==> config.mk <==
export PLATFORM = sky130hd
export DESIGN_NAME = gshare_predictor
export DESIGN_NICKNAME = d
export VERILOG_FILES = /design/src/rtl/gshare_predictor_pkg.sv /design/src/rtl/sat_counter.sv /design/src/rtl/gshare_predictor.sv
export SDC_FILE = /design/constraint.sdc
export NUM_CORES = 1
export LEC_CHECK = 0
export ABC_CLOCK_PERIOD_IN_PS = 4450
export CORE_ASPECT_RATIO = 1.5
export CORE_MARGIN = 2
export CORE_UTILIZATION = 55
export CTS_BUF_LIST = sky130_fd_sc_hd__clkbuf_2
export DETAILED_ROUTE_END_ITERATION = 16
export PLACE_DENSITY = 0.83
export SLEW_MARGIN = 10
export SYNTH_ARGS = -nofsm -noshare
export SYNTH_HDL_FRONTEND = slang
export SYNTH_SLANG_ARGS = --single-unit
export TNS_END_PERCENT = 1
==> constraint.sdc <==
create_clock -name clk -period 4.45 [get_ports clk]
set_input_delay 0.89 -clock clk [delete_from_list [all_inputs] [get_ports clk]]
set_output_delay 0.89 -clock clk [all_outputs]
set_load 0.05 [all_outputs]
==> src/rtl/gshare_predictor_pkg.sv <==
// Shared branch-predictor definitions: default table geometry, the predictor
// sequencer states, and the weakly-not-taken counter reset value.
package gshare_predictor_pkg;

  localparam int unsigned BPU_TABLE_ENTRIES = 64;
  localparam int unsigned BPU_CTR_WIDTH     = 2;
  localparam int unsigned BPU_GHR_WIDTH     = 6;

  // Encoding of the original fixed 2-bit bimodal table.
  typedef enum logic [1:0] {
    BhtSnt,
    BhtWnt,
    BhtWt,
    BhtSt
  } bht_state_t;

  typedef enum logic {
    INIT,
    RUN
  } bpu_state_t;

  // Largest value whose MSB is still clear: predicts not-taken, one step from taken.
  function automatic int unsigned ctr_wnt(int unsigned width);
    return (32'd1 << (width - 32'd1)) - 32'd1;
  endfunction

endpackage

==> src/rtl/sat_counter.sv <==
// Next-state logic for an unsigned saturating up/down counter.
module sat_counter #(
  parameter int unsigned CTR_WIDTH = 2
) (
  input  logic [CTR_WIDTH-1:0] ctr,
  input  logic                 taken,
  output logic [CTR_WIDTH-1:0] ctr_next
);

  always_comb begin
    ctr_next = ctr;
    if (taken) begin
      if (ctr != '1) ctr_next = ctr + CTR_WIDTH'(1);
    end else begin
      if (ctr != '0) ctr_next = ctr - CTR_WIDTH'(1);
    end
  end

endmodule

==> src/rtl/gshare_predictor.sv <==
// Branch direction predictor with a swept counter table. Defining BPU_GSHARE_EN
// enables the global history register and XOR indexing; otherwise bimodal.
module gshare_predictor
  import gshare_predictor_pkg::*;
#(
  parameter int unsigned TABLE_ENTRIES = BPU_TABLE_ENTRIES,
  parameter int unsigned CTR_WIDTH     = BPU_CTR_WIDTH,
  parameter int unsigned GHR_WIDTH     = BPU_GHR_WIDTH
) (
  input  logic                 clk,
  input  logic                 rst_n,
  input  logic [31:0]          pc_f,
  input  logic                 pred_valid,
  output logic                 bht_taken,
  output logic [GHR_WIDTH-1:0] pred_ghr,
  input  logic [31:0]          pc_e,
  input  logic                 cflow_valid,
  input  logic                 cflow_taken,
  input  logic [GHR_WIDTH-1:0] cflow_ghr,
  input  logic                 mispredict,
  output logic                 init_done
);

  localparam int unsigned INDEX_WIDTH = $clog2(TABLE_ENTRIES);
  localparam logic [CTR_WIDTH-1:0]   CtrWnt  = CTR_WIDTH'(ctr_wnt(CTR_WIDTH));
  localparam logic [INDEX_WIDTH-1:0] LastIdx = INDEX_WIDTH'(TABLE_ENTRIES - 1);

  bpu_state_t             state_q, state_d;
  logic [INDEX_WIDTH-1:0] ptr_q, ptr_d;

  // No reset on the array so it can map to distributed RAM; the sweep initialises it.
  logic [CTR_WIDTH-1:0]   ctr_mem [TABLE_ENTRIES];

  logic [INDEX_WIDTH-1:0] idx_f, idx_e, wr_idx;
  logic [CTR_WIDTH-1:0]   ctr_upd, wr_data;
  logic                   wr_en;

  logic unused_pc;
  assign unused_pc = ^{pc_f[31:2+INDEX_WIDTH], pc_f[1:0], pc_e[31:2+INDEX_WIDTH], pc_e[1:0]};

`ifdef BPU_GSHARE_EN
  logic [GHR_WIDTH-1:0] ghr_q, ghr_d;

  function automatic logic [GHR_WIDTH-1:0] ghr_shift(logic [GHR_WIDTH-1:0] hist, logic dir);
    logic [GHR_WIDTH:0] wide;
    wide = {hist, dir};
    return wide[GHR_WIDTH-1:0];
  endfunction

  assign idx_f = pc_f[2 +: INDEX_WIDTH] ^ INDEX_WIDTH'(ghr_q);
  assign idx_e = pc_e[2 +: INDEX_WIDTH] ^ INDEX_WIDTH'(cflow_ghr);

  // Mispredict repair wins over the speculative shift in the same cycle.
  always_comb begin
    ghr_d = ghr_q;
    if (state_q == RUN) begin
      if (mispredict) begin
        ghr_d = ghr_shift(cflow_ghr, cflow_taken);
      end else if (pred_valid) begin
        ghr_d = ghr_shift(ghr_q, bht_taken);
      end
    end
  end

  always_ff @(posedge clk or negedge rst_n) begin
    if (!rst_n) begin
      ghr_q <= '0;
    end else begin
      ghr_q <= ghr_d;
    end
  end
`else
  logic unused_gshare;
  assign unused_gshare = ^{cflow_ghr, mispredict, pred_valid};

  assign idx_f = pc_f[2 +: INDEX_WIDTH];
  assign idx_e = pc_e[2 +: INDEX_WIDTH];
`endif

  always_ff @(posedge clk or negedge rst_n) begin
    if (!rst_n) begin
      state_q <= INIT;
      ptr_q   <= '0;
    end else begin
      state_q <= state_d;
      ptr_q   <= ptr_d;
    end
  end

  always_comb begin
    state_d = state_q;
    ptr_d   = ptr_q;
    unique case (state_q)
      INIT: begin
        ptr_d = ptr_q + INDEX_WIDTH'(1);
        if (ptr_q == LastIdx) state_d = RUN;
      end
      RUN:     state_d = RUN;
      default: state_d = INIT;
    endcase
  end

  always_comb begin
    init_done = 1'b0;
    bht_taken = 1'b0;
    pred_ghr  = '0;
    wr_en     = 1'b1;
    wr_idx    = ptr_q;
    wr_data   = CtrWnt;
    unique case (state_q)
      INIT: ;
      RUN: begin
        init_done = 1'b1;
        bht_taken = ctr_mem[idx_f][CTR_WIDTH-1];
`ifdef BPU_GSHARE_EN
        pred_ghr  = ghr_q;
`endif
        wr_en     = cflow_valid;
        wr_idx    = idx_e;
        wr_data   = ctr_upd;
      end
      default: ;
    endcase
  end

  sat_counter #(
    .CTR_WIDTH (CTR_WIDTH)
  ) u_upd_ctr (
    .ctr      (ctr_mem[idx_e]),
    .taken    (cflow_taken),
    .ctr_next (ctr_upd)
  );

  // Same-cycle reads of the entry being written see the old value.
  always_ff @(posedge clk) begin
    if (wr_en) ctr_mem[wr_idx] <= wr_data;
  end

endmodule

==> results.yml, run 1 <==
floorplan:
  die-area_mm2: 0.0125
  die_y_um: 136
  coreArea_mm2: 0.0114
  initial_core_util_pct: 56.0
  num_io_pins: 84
  dieWidth_um: 92.0
  rows: 48
clock_network:
  cts_num_sinks: 135
  cts_max_level: 4
  ctsResizeCount: 0
  root_buffer: "clkbuf_2"
  postCtsHoldBufs: 0
  cts_tree: "yes"
  cts_inserted_buffers: 17
  cts_setup_buffers: 0
  clockBufferDepth: 2
  path_clk_slew_ns: 0.20
  clk_latency_ns: 0.69
synth:
  yosys-top-cells-count: "edfxtp_1, nor2_1, mux4_2, nand2_1"
  ys_top_cells_by_area: "edfxtp_1, mux4_2, nor2_1, dfrtp_1, mux4_1"
  ys_ff_latch: 135
  async_flop_share_pct: 5.19
  netlist_area_mm2: 0.00639
  synth_warnings: 0
  synth.most_common_cell: "edfxtp_1"
  synth_ff_type: "edfxtp_1"
  synth_edf_count: 128
  yosysSeqAreaShare_pct: 62.9
  synth.avg_cell_area_um2: 15.9
  synth_top_area_share_pct: 60.2
  syn_inst: 403
  yosysTopAreaCell: "edfxtp_1"
  ys_types: 44
sta:
  finalWorstSetupSlack_ns: 0.242
  final-max-slew-violation-count: 0
  finClkSkew_ns: 0.0300
  worstMarginPinSlew_ns: 1.02
  period_share_pct: 94.6
  finalCriticalPeriod_ns: 4.21
  rsz0062_at_grt: "false"
  hold_viol: 0
  finalSetupViolations: 0
  slew_headroom_pct: 32.2
  setup_tns_ns: 0
  clock.fmax_mhz: 238
global_routing:
  grt_max_degree: 35
  grt_pass1_wl_mm: 21.3
  antenna_found_initial: 1
  track_usage_pct: 23.7
  grt_pass1_vias: 3941
  overflow: 0
layout:
  seqCellArea_mm2: 0.00402
  finalCoreUtilization_pct: 61.3
  fin_cells: 595
  fill_cells: 814
  design_area_mm2: 0.00700
  multi_input_area_mm2: 0.00223
  nNetsFinal: 508
  area_growth_syn_to_layout_pct: 9.52
  drive_gt1_share_pct: 23.9
critical_path:
  r2r-start: "ctr_mem[41][1]"
  crit_type: "in -> out"
  r2r_cells: 7
  cp-start-kind: "primary input"
  cp-end-kind: "output pin"
  crit_fanout: 16
  startpoint: "pc_f[3]"
  r2r-end: "ctr_mem[39][1]"
  arrival_ns: 3.32
  rrSetupSlack_ns: 1.60
  required_ns: 3.56
place:
  port_buffers: 17
  placed_area_mm2: 0.00674
  pre_cts_ws_ns: 0.00377
  dp_hpwl_mm: 9.46
  dp_cells: 561
  gp_congestion: 0.875
detailed_routing:
  vias: 3875
  via_per_inst: 6.51
  drt_first_pass_iters: 5
  wl_per_cell_um: 23.4
  drcViolationCount: 0
  first_iter_violations: 402
  finalWirelength_mm: 13.9
  antenna_left: 0
flow_run:
  max-cap-violations: 0
power:
  power_leakage_nw: 1.86
  ir_drop_uv: 156
  powerDensity_mw_per_mm2: 311
worst_hold_path:
  holdCritPathClass: "in -> async"
outcome:
  status: "finished clean"
## worst max-delay path by stage
stage          cells after the start        end  slack, ns
3_5_place_dp                       7  bht_taken      0.004
4_1_cts                            7  bht_taken      0.002
2_1_floorplan                      6  bht_taken       0.50
3_3_place_gp                       7  bht_taken    0.00008
5_1_grt                            7  bht_taken       0.22
6_report                           7  bht_taken       0.24
## power by group
group | switching [mW] | leakage, nW | total, mW | internal, mW
registers | 0 | 0.982 | 1.37 | 1.37
logic | 0.0665 | 0.741 | 0.117 | 0.0509
clock network | 0.475 | 0.135 | 0.692 | 0.218
total | 0.541 | 1.86 | 2.18 | 1.64
## registers in the layout, indices dropped and copies added, names as in the netlist
| name | count |
|---|---|
| ctr_mem | 128 |
| ptr_q | 6 |
| state_q | 1 |
## placed cells by master (no fill, tap or decap), drive strengths merged, types with 3 or more instances in the layout
master         count
nor2              72
mux4              53
nor3               3
clkbuf            19
buf               18
conb               6
clkinvlp           3
inv               10
nand2             22
mux2i             10
xnor2              4
o22ai              5
o21a               3
nand3b             3
nand2b             8
o21ai              8
edfxtp           128
a211oi             5
nand3             10
a21oi              5
dfrtp              7
clkdlybuf4s50     13
nor2b              4
## per-layer routing
metal | track usage, % | vias up | part of all wire [%] | wire length [um]
li1 | - | 1632 | - | -
met1 | 27.2 | 1946 | 33 | 4630
met2 | 40.1 | 243 | 53 | 7350
met3 | 5.88 | 54 | 8.4 | 1170
met4 | 14.8 | 0 | 5.6 | 787
met5 | 0 | - | 0 | 0
## worst max-delay path, stage by stage
cell and delay (ns):
clkdlybuf4s50_1 0.50, buf_12 0.17, mux4_2 0.36, mux4_2 0.50, mux4_2 0.50, and2_1 0.18
buf_4 0.19
## cells by family (layout without fill, tap and decap cells)
| kind of cell | Yosys count | in the layout | share of synthesized area [%] |
|---|---|---|---|
| flops | 135 | 135 | 62.9 |
| simple gates | 131 | 131 | 9.12 |
| mux | 65 | 65 | 21.0 |
| compound gates | 33 | 33 | 3.29 |
| buf+inv | 31 | 67 | 2.62 |
| xor+xnor | 5 | 5 | 0.685 |
| fa+ha+maj | 2 | 2 | 0.372 |
| other cells | 1 | 7 | 0.0587 |
## stage by stage
stage	power, mW	hold WS [ns]
finish	2.18	0.423
detailed placement	1.51	0.512
floorplan	1.48	0.466
CTS	2.18	0.406
global placement	1.51	0.484
global route	2.25	0.389
## layout make-up
type / count / share of cell area, %
inverter: 2 / 0.107
clock inverter: 14 / 1.93
tap: 150 / 2.68
antenna: 1 / 0.0358
multi-input combinational: 242 / 31.9
clock buffer: 18 / 1.29
timing repair buffer: 33 / 4.61
sequential: 135 / 57.4
Note: power is estimated with default switching activity, not from simulation.
==> run 2, diff against run 1 <==
--- a/config.mk
+++ b/config.mk
@@ -7,7 +7,6 @@
 export LEC_CHECK = 0
 export ABC_CLOCK_PERIOD_IN_PS = 4450
 export CORE_ASPECT_RATIO = 1.5
-export CORE_MARGIN = 2
 export CORE_UTILIZATION = 55
 export CTS_BUF_LIST = sky130_fd_sc_hd__clkbuf_2
 export DETAILED_ROUTE_END_ITERATION = 16
==> run 2 against run 1 <==
Global-route usage is 2.0 points higher. Utilization is 1.4 points higher. Worst setup slack worse by 0.062 ns. Combinational power hardly changed. Maximum frequency is 1.5% lower. Non-clock buffer count is 3 lower. Critical path type unchanged. Largest power group unchanged. Total power hardly changed.
==> results.yml, run 2 (synthesized netlist as in run 1, its figures left out) <==
detailed_routing:
  drt_first_pass_iters: 6
  drcViolationCount: 0
  antenna_left: 0
  first_iter_violations: 460
  finalWirelength_mm: 14.4
  via_per_inst: 6.50
  wl_per_cell_um: 24.5
  vias: 3826
layout:
  fin_cells: 589
  reg.largest.list: "ctr_mem x128, ptr_q x6, state_q x1"
  largest-register: "ctr_mem"
  finalCoreUtilization_pct: 62.7
  final_cell_mix: "edfxtp_1, nor2_1, mux4_2, nand2_1, clkbuf_2"
  largest_register_ffs: 128
  nNetsFinal: 505
  area_growth_syn_to_layout_pct: 9.71
  drive_gt1_share_pct: 22.9
  layout_commonest_cell: "edfxtp_1"
critical_path:
  cpMostUsedCell: "mux4_2"
  crit_type: "in -> out"
  crit_fanout: 8
  r2r-start: "ctr_mem[8][1]"
  cp_slowest_stage_delay_ns: 0.52
  slowest_stage: "mux4_2"
  cp-start-kind: "primary input"
  r2r-end: "ctr_mem[27][1]"
  arrival_ns: 3.38
  r2r_cells: 7
  cp-end-kind: "output pin"
  rrSetupSlack_ns: 1.59
  required_ns: 3.56
  crit_chain: "dlygate4sd2_1 -> bufbuf_16 -> mux4_2 -> mux4_2 -> mux4_2 -> and2_1 -> buf_4"
sta:
  finalSetupViolations: 0
  slew_headroom_pct: 34.1
  holdWs_ns: 0.376
  rsz0062_at_grt: "false"
  hold_viol: 0
  period_share_pct: 96.0
  finClkSkew_ns: 0.0227
  worstMarginPinSlew_ns: 0.988
  clock.fmax_mhz: 234
  finalCriticalPeriod_ns: 4.27
  final-max-slew-violation-count: 0
global_routing:
  grt_pass1_wl_mm: 21.9
  grt_max_degree: 65
  grt_pass1_vias: 3880
  antenna_found_initial: 1
  track_usage_pct: 25.7
  overflow: 0
worst_hold_path:
  holdCritPathClass: "in -> async"
floorplan:
  dieWidth_um: 90.0
  die_y_um: 134
  rows: 47
  die-area_mm2: 0.0121
  initial_core_util_pct: 57.2
  coreArea_mm2: 0.0112
  num_io_pins: 84
clock_network:
  path_clk_slew_ns: 0.19
  cts_num_sinks: 135
  cts_inserted_buffers: 17
  clk_latency_ns: 0.73
  cts_tree: "yes"
  root_buffer: "clkbuf_2"
  clockBufferDepth: 2
  ctsResizeCount: 1
  cts_max_level: 4
  postCtsHoldBufs: 0
  cts_setup_buffers: 0
place:
  port_buffers: 17
  dp_hpwl_mm: 9.44
  dp_cells: 555
  gp_congestion: 0.863
flow_run:
  max-cap-violations: 0
power:
  powerDensity_mw_per_mm2: 310
  ir_drop_uv: 147
  power_leakage_nw: 1.86
  finalPower_mw: 2.18
outcome:
  status: "finished clean"
[run 2: cell count changes in the layout (fill, tap and decap cells not counted), moves of 2 or more]
cell | before | now
clkinv_2 | 2 | 6
inv_6 | 7 | 0
buf_12 | 2 | 5
clkinv_4 | 0 | 2
clkinv_1 | 0 | 2
buf_4 | 14 | 8
[run 2: area by class of cell]
type | count | area, um^2
Fill cell | 800 | 4160
Sequential cell | 135 | 4020
Multi-Input combinational cell | 242 | 2230
Timing Repair Buffer | 30 | 342
Tap cell | 147 | 184
Clock inverter | 15 | 138
Clock buffer | 17 | 85.1
Inverter | 2 | 7.51
Antenna cell | 1 | 2.50
[run 2: how the worst max path moves through the flow]
stage | startpoint | to | slack [ns] | depth (start not counted)
floorplan | pc_f[3] | bht_taken | 0.50 | 6
global placement | pc_f[2] | bht_taken | 0.02 | 7
detailed placement | pc_f[2] | bht_taken | -0.006 | 7
CTS | pc_f[2] | bht_taken | 0.17 | 7
global route | pc_f[2] | bht_taken | 0.11 | 7
finish | pc_f[2] | bht_taken | 0.18 | 7
[run 2: stage by stage]
step	area (um^2)	TNS [ns]	worst slack (ns)
finish	7010	0	0.180
global route	7010	0	0.105
CTS	7010	0	0.173
detailed placement	6750	-0.00624	-0.00624
global placement	6750	0	0.0204
floorplan	6410	0	0.497
[run 2: worst max-delay path: cells and delay by family]
kind,cells,cell delay [ns]
multiplexers,3,1.53
AND/OR/NAND/NOR,1,0.18
buffers and inverters,3,0.79
[run 2: where the power goes]
group,internal (mW),switching [mW],total (mW)
logic,0.0535,0.0667,0.120
clock network,0.248,0.440,0.688
registers,1.37,0,1.37
total,1.67,0.506,2.18
[run 2: metal layers]
layer | vias up | track usage [%] | routed length, um
met5 | - | 0 | 0
met4 | 0 | 19.2 | 981
met3 | 67 | 5.33 | 1130
met2 | 208 | 41.6 | 7240
met1 | 1918 | 30.5 | 5080
li1 | 1633 | - | -
